File: src/rtl/cpu_pkg.sv
// Shared pipeline definitions: Tnew/Tuse encodings, forward-select codes and
// the hazard scoreboard slot record.
package cpu_pkg;

  localparam int SB_AW = 5;
  localparam int SB_TW = 2;

  localparam logic [SB_TW-1:0] TUSE_NONE = 2'd3;

  localparam logic [1:0] FWD_GRF = 2'd0;
  localparam logic [1:0] FWD_E   = 2'd1;
  localparam logic [1:0] FWD_M   = 2'd2;

  localparam logic [SB_TW-1:0] TNEW_ALU  = 2'd1;
  localparam logic [SB_TW-1:0] TNEW_LOAD = 2'd2;
  localparam logic [SB_TW-1:0] TNEW_LINK = 2'd0;

  typedef struct packed {
    logic             valid;
    logic [SB_AW-1:0] wa;
    logic [SB_TW-1:0] tnew;
  } slot_t;

  // Advance a slot by one stage; an empty slot stays fully zeroed so the
  // exported addresses read 0.
  function automatic slot_t slot_age(input slot_t s);
    slot_t r;
    r = '0;
    if (s.valid) begin
      r.valid = 1'b1;
      r.wa    = s.wa;
      r.tnew  = (s.tnew == '0) ? '0 : s.tnew - 1'b1;
    end
    return r;
  endfunction

endpackage

File: src/rtl/sb_operand_check.sv
// Per-operand hazard evaluation: stall term and forward select for one
// D-stage source register against the E/M/W scoreboard slots.
module sb_operand_check
  import cpu_pkg::*;
(
  input  slot_t            e_slot_i,
  input  slot_t            m_slot_i,
  input  slot_t            w_slot_i,
  input  logic [SB_AW-1:0] r_i,
  input  logic [SB_TW-1:0] tuse_i,
  output logic             stall_o,
  output logic [1:0]       fwd_sel_o
);

  logic e_hit;
  logic m_hit;
  logic w_hit;

  always_comb begin
    e_hit = e_slot_i.valid && (e_slot_i.wa == r_i) && (r_i != '0);
    m_hit = m_slot_i.valid && (m_slot_i.wa == r_i) && (r_i != '0);
    w_hit = w_slot_i.valid && (w_slot_i.wa == r_i) && (r_i != '0);

    stall_o = (e_hit && (e_slot_i.tnew > tuse_i)) ||
              (m_hit && (m_slot_i.tnew > tuse_i)) ||
              (w_hit && (w_slot_i.tnew > tuse_i));

    // The youngest match decides; a not-yet-ready youngest value must not
    // fall back to an older stage, so it yields the GRF port.
    fwd_sel_o = FWD_GRF;
    if (e_hit) begin
      if (e_slot_i.tnew == '0) fwd_sel_o = FWD_E;
    end else if (m_hit) begin
      if (m_slot_i.tnew == '0) fwd_sel_o = FWD_M;
    end
  end

endmodule

File: src/rtl/grf_hazard_scoreboard.sv
// Register-write hazard scoreboard for the five-stage pipeline: tracks E/M/W
// writes, raises the D-stage stall and picks the operand forwarding source.
module grf_hazard_scoreboard
  import cpu_pkg::*;
#(
  parameter int AW = SB_AW,
  parameter int TW = SB_TW,
  parameter int CW = 32
) (
  input  logic          clk,
  input  logic          reset,
  input  logic          d_valid,
  input  logic [AW-1:0] d_rs,
  input  logic [AW-1:0] d_rt,
  input  logic [TW-1:0] d_tuse_rs,
  input  logic [TW-1:0] d_tuse_rt,
  input  logic [AW-1:0] d_wa,
  input  logic [TW-1:0] d_tnew,
  input  logic          d_is_md,
  input  logic          md_busy,
  input  logic          md_start,
  input  logic          flush,
  output logic          stall,
  output logic [1:0]    fwd_rs_sel,
  output logic [1:0]    fwd_rt_sel,
  output logic [AW-1:0] e_wa,
  output logic [AW-1:0] m_wa,
  output logic [AW-1:0] w_wa,
  output logic [CW-1:0] stall_cnt
);

  slot_t         e_q, m_q, w_q;
  slot_t         e_d, m_d, w_d;
  logic [CW-1:0] stall_cnt_q, stall_cnt_d;
  logic          rs_stall, rt_stall;

  sb_operand_check u_rs_check (
    .e_slot_i  (e_q),
    .m_slot_i  (m_q),
    .w_slot_i  (w_q),
    .r_i       (d_rs),
    .tuse_i    (d_tuse_rs),
    .stall_o   (rs_stall),
    .fwd_sel_o (fwd_rs_sel)
  );

  sb_operand_check u_rt_check (
    .e_slot_i  (e_q),
    .m_slot_i  (m_q),
    .w_slot_i  (w_q),
    .r_i       (d_rt),
    .tuse_i    (d_tuse_rt),
    .stall_o   (rt_stall),
    .fwd_sel_o (fwd_rt_sel)
  );

  always_comb begin
    stall = d_valid && !flush &&
            (rs_stall || rt_stall || (d_is_md && (md_busy || md_start)));

    // Slots never freeze: a stalled or flushed D instruction becomes a bubble.
    e_d = '0;
    m_d = flush ? '0 : slot_age(e_q);
    w_d = slot_age(m_q);
    if (d_valid && !stall && !flush && (d_wa != '0)) begin
      e_d.valid = 1'b1;
      e_d.wa    = d_wa;
      e_d.tnew  = d_tnew;
    end

    stall_cnt_d = stall ? stall_cnt_q + 1'b1 : stall_cnt_q;
  end

  always_ff @(posedge clk) begin
    if (reset) begin
      e_q         <= '0;
      m_q         <= '0;
      w_q         <= '0;
      stall_cnt_q <= '0;
    end else begin
      e_q         <= e_d;
      m_q         <= m_d;
      w_q         <= w_d;
      stall_cnt_q <= stall_cnt_d;
    end
  end

  assign e_wa      = e_q.valid ? e_q.wa : '0;
  assign m_wa      = m_q.valid ? m_q.wa : '0;
  assign w_wa      = w_q.valid ? w_q.wa : '0;
  assign stall_cnt = stall_cnt_q;

endmodule

File: config.mk
export PLATFORM = sky130hd
export DESIGN_NAME = grf_hazard_scoreboard
export DESIGN_NICKNAME = d
export VERILOG_FILES = /design/src/rtl/cpu_pkg.sv /design/src/rtl/sb_operand_check.sv /design/src/rtl/grf_hazard_scoreboard.sv
export SDC_FILE = /design/constraint.sdc
export NUM_CORES = 1
export LEC_CHECK = 0
export BUFFER_PORTS_ARGS = -buffer_cell sky130_fd_sc_hd__buf_2
export CAP_MARGIN = 20
export CORE_MARGIN = 2
export CORE_UTILIZATION = 52
export CTS_CLUSTER_DIAMETER = 30
export DETAILED_ROUTE_END_ITERATION = 7
export HOLD_SLACK_MARGIN = 0.08
export PLACE_DENSITY = 0.88
export SYNTH_ARGS = -nofsm -noshare
export SYNTH_HDL_FRONTEND = slang
export SYNTH_HIERARCHICAL = 1
export SYNTH_SLANG_ARGS = --single-unit
File: constraint.sdc
create_clock -name clk -period 4.3 [get_ports clk]
set_input_delay 0 -clock clk [delete_from_list [all_inputs] [get_ports clk]]
set_output_delay 0 -clock clk [all_outputs]
set_load 0.02 [all_outputs]
== Word level (Yosys, flattened, before mapping) ==
Cells that the tools add are included.

* Output and inout port bits: 52
* Bits in registers: 56
* Input bits: 28
* Logic and storage cells: 86

* Equality and inequality tests: 6
* Add/sub/neg operators: 3
* $lt $le $gt $ge: 6
* Reduce and logical (&&, ||, !) cells: 44
* Multiplexer cells: 14
* Bitwise logic cells: 3

{| class="wikitable"
|+ Operators by type and width
! kind !! count
|-
| $add A32 B1 Y32 const B || 1
|-
| $eq A5 B5 Y1 || 6
|-
| $logic_and A1 B1 Y1 || 24
|-
| $mux W8 || 3
|-
| $mux W5 || 3
|-
| $reduce_bool A5 Y1 || 3
|-
| $mux W2 || 7
|-
| $gt A2 B2 Y1 || 6
|-
| $logic_or A1 B1 Y1 || 7
|-
| $reduce_or A2 Y1 || 3
|-
| $reduce_or A3 Y1 || 2
|-
| $logic_not A2 Y1 || 2
|-
| $reduce_or A4 Y1 || 1
|-
| $sub A2 B1 Y2 const B || 2
|-
| $not A1 Y1 || 3
|-
| $logic_not A1 Y1 || 2
|-
| $mux W1 || 1
|}

== Depth between registers and ports, before layout ==
* Depth in word-level cells: 15
* Depth in mapped cells: 12

== Modules after synthesis ==
The synthesis kept the hierarchy.

{| class="wikitable"
|+ By module, submodules not included
! module !! times used !! area an instance (um^2) !! sequential area each (um^2) !! cells each
|-
| grf_hazard_scoreboard || 1 || 2492.4 || 1121.1 || 272
|-
| sb_operand_check || 2 || 366.6 || 0.0 || 47
|}

== Worst setup path before layout ==
Ideal clock, no wire load.

* Path type: reg2reg
* Start point: register w_q[1] in the netlist's numbering
* End point: register stall_cnt_q[31] (netlist: stall_cnt[31])
* Slack: 1803 ps
* Data arrival time: 2377 ps
* Cell stages (with the launch flop): 12
* Buffers on the path: 2
* Path through: dfxtp_1 > ha_1 > nor2b_1 > o21ai_0 > nor4_1 > or3_1 > or2_1 > buf_2 > o211ai_2 > buf_2 > nor4_1 > mux2_2

* Longest elaborated chain between the ends: 6
* Elaborated cells on any way between the ends: 9
* Those cells by class: 2 x order compare; 7 x reduce/logical

{| class="wikitable"
|+ RTL lines
! item !! line !! RTL
|-
| start: declaration || grf_hazard_scoreboard.sv:32 || <nowiki>slot_t e_q, m_q, w_q;</nowiki>
|-
| start signal: assignment || grf_hazard_scoreboard.sv:83 || <nowiki>w_q <= w_d;</nowiki>
|-
| $gt A2 B2 Y1 || sb_operand_check.sv:26 || <nowiki>(w_hit && (w_slot_i.tnew > tuse_i));</nowiki>
|-
| $logic_and A1 B1 Y1 || sb_operand_check.sv:26 ||
|-
| $logic_or A1 B1 Y1 || sb_operand_check.sv:25 || <nowiki>(m_hit && (m_slot_i.tnew > tuse_i)) ||</nowiki>
|-
| via rt_stall || grf_hazard_scoreboard.sv:35 || <nowiki>logic rs_stall, rt_stall;</nowiki>
|-
| $logic_or A1 B1 Y1 (2 in a row) || grf_hazard_scoreboard.sv:59 || <nowiki>(rs_stall || rt_stall || (d_is_md && (md_busy || md_start)));</nowiki>
|-
| $logic_and A1 B1 Y1 || grf_hazard_scoreboard.sv:58 || <nowiki>stall = d_valid && !flush &&</nowiki>
|-
| end signal: assignment || grf_hazard_scoreboard.sv:84 || <nowiki>stall_cnt_q <= stall_cnt_d;</nowiki>
|-
| end: declaration || grf_hazard_scoreboard.sv:34 || <nowiki>logic [CW-1:0] stall_cnt_q, stall_cnt_d;</nowiki>
|}

The timed path passes the listed nets, and every way through them passes these cells.
A chain may end at the register's enable or synchronous reset.

== Final worst setup path ==
* Start point: register e_q[0] in the netlist's numbering
* End point: register stall_cnt_q[31] (netlist: stall_cnt[31])

* Longest elaborated chain between the ends: 7
* Elaborated cells on any way between the ends: 11
* Those cells by class: 2 x order compare; 9 x reduce/logical

{| class="wikitable"
|+ RTL lines
! item !! line !! RTL
|-
| start: declaration || grf_hazard_scoreboard.sv:32 ||
|-
| start signal: assignment || grf_hazard_scoreboard.sv:76 || <nowiki>e_q <= '0;</nowiki>
|-
| start signal: assignment || grf_hazard_scoreboard.sv:81 || <nowiki>e_q <= e_d;</nowiki>
|-
| $gt A2 B2 Y1 || sb_operand_check.sv:24 || <nowiki>stall_o = (e_hit && (e_slot_i.tnew > tuse_i)) ||</nowiki>
|-
| $logic_and A1 B1 Y1 || sb_operand_check.sv:24 ||
|-
| $logic_or A1 B1 Y1 || sb_operand_check.sv:24 ||
|-
| $logic_or A1 B1 Y1 || sb_operand_check.sv:25 ||
|-
| via rs_stall || grf_hazard_scoreboard.sv:35 ||
|-
| $logic_or A1 B1 Y1 (2 in a row) || grf_hazard_scoreboard.sv:59 ||
|-
| $logic_and A1 B1 Y1 || grf_hazard_scoreboard.sv:58 ||
|}

The timed path passes the listed nets, and every way through them passes these cells.

==> results_dict.tcl <==
set metrics [dict create \
    status "completed" \
    maxCapViolCount 0 \
    via_per_inst 5.985 \
    synth_common_cells "dfxtp_1, xnor2_1, a21oi_1" \
    postRouteAntennaNets 0 \
    die-area_mm2 0.006849 \
    worstSkewPairLatency_ps 310 \
    synth_nets 409 \
    leakage_nw 1.542 \
    ys_ff_latch 56 \
    synth.top_cell.area_share_pct 34.76 \
    final_util_pct 63.66 \
    cts_tree "yes" \
    rsz0062_at_grt "false" \
    cts.htree.levels 2 \
    gr-total-overflow 0 \
    area_delta_synth_final_pct 17.53 \
    grt_pass1_vias 2741 \
    grt.total_usage_pct 24.62 \
    cts_root_buf "clkbuf_8" \
    synth_top_family_by_area "simple AND/OR/NAND/NOR gates" \
    worstPathRequired_ps 4520 \
    cts.sinks 56 \
    diodes 0 \
    min_period_over_period_pct 69.71 \
    synth-xor-area-share_pct 9.775 \
    peakVddDrop_uv 152.7 \
    dr_total_vias 3106 \
    min_period_ps 2997 \
    setup_viol 0 \
    synth.most_common_cell "dfxtp_1" \
    arrival_ps 3220 \
    hpwl_um 6053 \
    critical_path_class "reg -> reg" \
    antenna_found_initial 0 \
    synth_edf_count 0 \
    fp.dieH_um 82.76 \
    synth_mux_area_share_pct 2.056 \
    synth_adder_area_share_pct 5.818 \
    setup.worst_path.start_class "flop" \
    synth.area.top_cells "dfxtp_1, xnor2_1, ha_1, and2_1, or4_1" \
    synthSimpleGateAreaFrac_pct 27.39 \
    nets 486 \
    cts_resized 0 \
    finalMaxSlewViolations 0 \
    clk_path_buf_depth 2 \
    routedWlPerCell_um 16.25 \
    die_x_um 82.76 \
    ys_async_sr_fraction_pct 0 \
    core_mm2 0.005956 \
    slew_headroom_pct 41.73 \
    synthesis.area_mm2 0.003226 \
    dr.pass1.iters 4 \
    syn_inst 366 \
    power_density_mw_per_mm2 239.6 \
    worst_setup_path_end_kind "flop" \
    grt_max_degree 48 \
    numPortBuffers 79 \
    max_freq_mhz 333.6 \
    io_pins 80 \
    hp-class "in -> reg" \
    clkTransAtPathRegs_ps 110 \
    drive_above_1_share_pct 22.75 \
    yosysWarningCount 6 \
    ys_seq_area_share_pct 34.76 \
    cts_inserted_buffers 5 \
    ys.flop_type "dfxtp_1" \
    cp_max_fo 19 \
    start_util_pct 54.16 \
    synth_compound_area_share_pct 14.66 \
    avgSynthCellArea_um2 8.813 \
    drtIter0Drc 135 \
    synth_top_area_cell "dfxtp_1" \
    worst_pin_slew_ps 874.0 \
    routed_wl_um 8436 \
    hold_ws_ps 101.6 \
    drc_errors 0 \
    fillCellCount 497 \
    setup_tns_ps 0 \
    finalHoldViolCount 0 \
    place.gp.congestion 0.9836 \
    row_count 28 \
    synth.distinct_cells 42 \
    fin_skew_ps 10.58 \
    grt_pass1_wl_um 12810 \
]
[power by group]
part / switching [mW] / internal [mW] / total (mW)
clock: 0.184 / 0.120 / 0.304
combinational: 0.0440 / 0.0351 / 0.0791
sequential: 0.00450 / 0.521 / 0.525
[cells in the final DEF, fill, tap and decap left out, types with 3 or more instances in the layout]
cell type | Yosys | layout
nand4_1 | 13 | 13
and3_1 | 8 | 8
clkbuf_8 | 0 | 5
o31ai_1 | 17 | 17
buf_2 | 8 | 79
xnor2_1 | 32 | 32
xor2_1 | 4 | 4
dfxtp_1 | 56 | 56
a2111oi_0 | 5 | 5
dlygate4sd3_1 | 0 | 8
mux2_2 | 5 | 5
and2_1 | 22 | 22
o21a_1 | 3 | 3
ha_1 | 15 | 15
nor2_1 | 20 | 20
or4_1 | 18 | 18
nor2b_1 | 13 | 13
o211ai_1 | 5 | 5
nand2_1 | 11 | 11
nor4_1 | 13 | 13
nand3_1 | 8 | 8
or3_1 | 4 | 4
inv_1 | 21 | 21
o21ai_0 | 6 | 6
o211ai_2 | 3 | 3
nand2b_1 | 3 | 3
and4_1 | 3 | 3
a21oi_1 | 25 | 25
[kinds of logic after synthesis]
| family | count (synthesis) |
|---|---|
| DFF | 56 |
| adders and majority gates | 15 |
| muxes | 6 |
| buffers and inverters | 38 |
| and+or+nand+nor | 145 |
| xor gates and xnor gates | 36 |
| AOI/OAI and AO/OA | 70 |
[path summary, 6_finish.rpt]
path | slack, ps | endpoint | cells after the start | start
max reg2reg | 1300 | stall_cnt[31] | 8 | e_q[0]
min reg2reg | 500 | stall_cnt[20] | 2 | stall_cnt[20]
min | 100 | m_q[7] | 4 | flush
max | 1300 | stall_cnt[31] | 8 | e_q[0]
[per-stage QoR]
stage	power [mW]	setup WS [ps]	area [µm²]	std cells
2_1_floorplan	0.5798	1803	3226	366
6_report	0.9084	1303	3791	519
3_5_place_dp	0.6080	1414	3615	503
5_1_grt	0.9447	1070	3791	519
4_1_cts	0.9129	1362	3791	519
3_3_place_gp	0.6057	1439	3615	503
[sequential cells by signal (all words and copies together) (netlist names)]
signal,flops
stall_cnt,32
m_q,8
w_q,8
e_q,8
[per-layer routing]
metal  GRT usage [%]  routed length, µm  vias to the layer above
met1           29.36               3589                     1478
met2           43.06               4140                      123
met3           5.217                534                       16
met4           9.672                172                        0
met5               0                  0                        -
li1                -                  -                     1489
[worst max-delay path: stages, from the launching register on]
cell and delay (ps):
dfxtp_1 460, inv_1 70, ha_1 280, a2111oi_0 490, or3_1 210, or2_1 280
o211ai_2 360, nor4_1 380, mux2_2 370
[cell type report]
type	instances	area, µm²	share of cell area (%)
clock inverter	3	27.53	0.7261
sequential	56	1121	29.57
tap	75	93.84	2.475
inverter	21	78.83	2.079
timing repair buffer	87	475.5	12.54
clock buffer	5	68.82	1.815
multi-input combinational	272	1926	50.79
[timing repair]
item,in CTS,in global routing
buffers inserted,0,0
hold buffers,8,0
endpoints found under the hold margin,8,0
No activity file was read; power rests on OpenSTA's default activity.
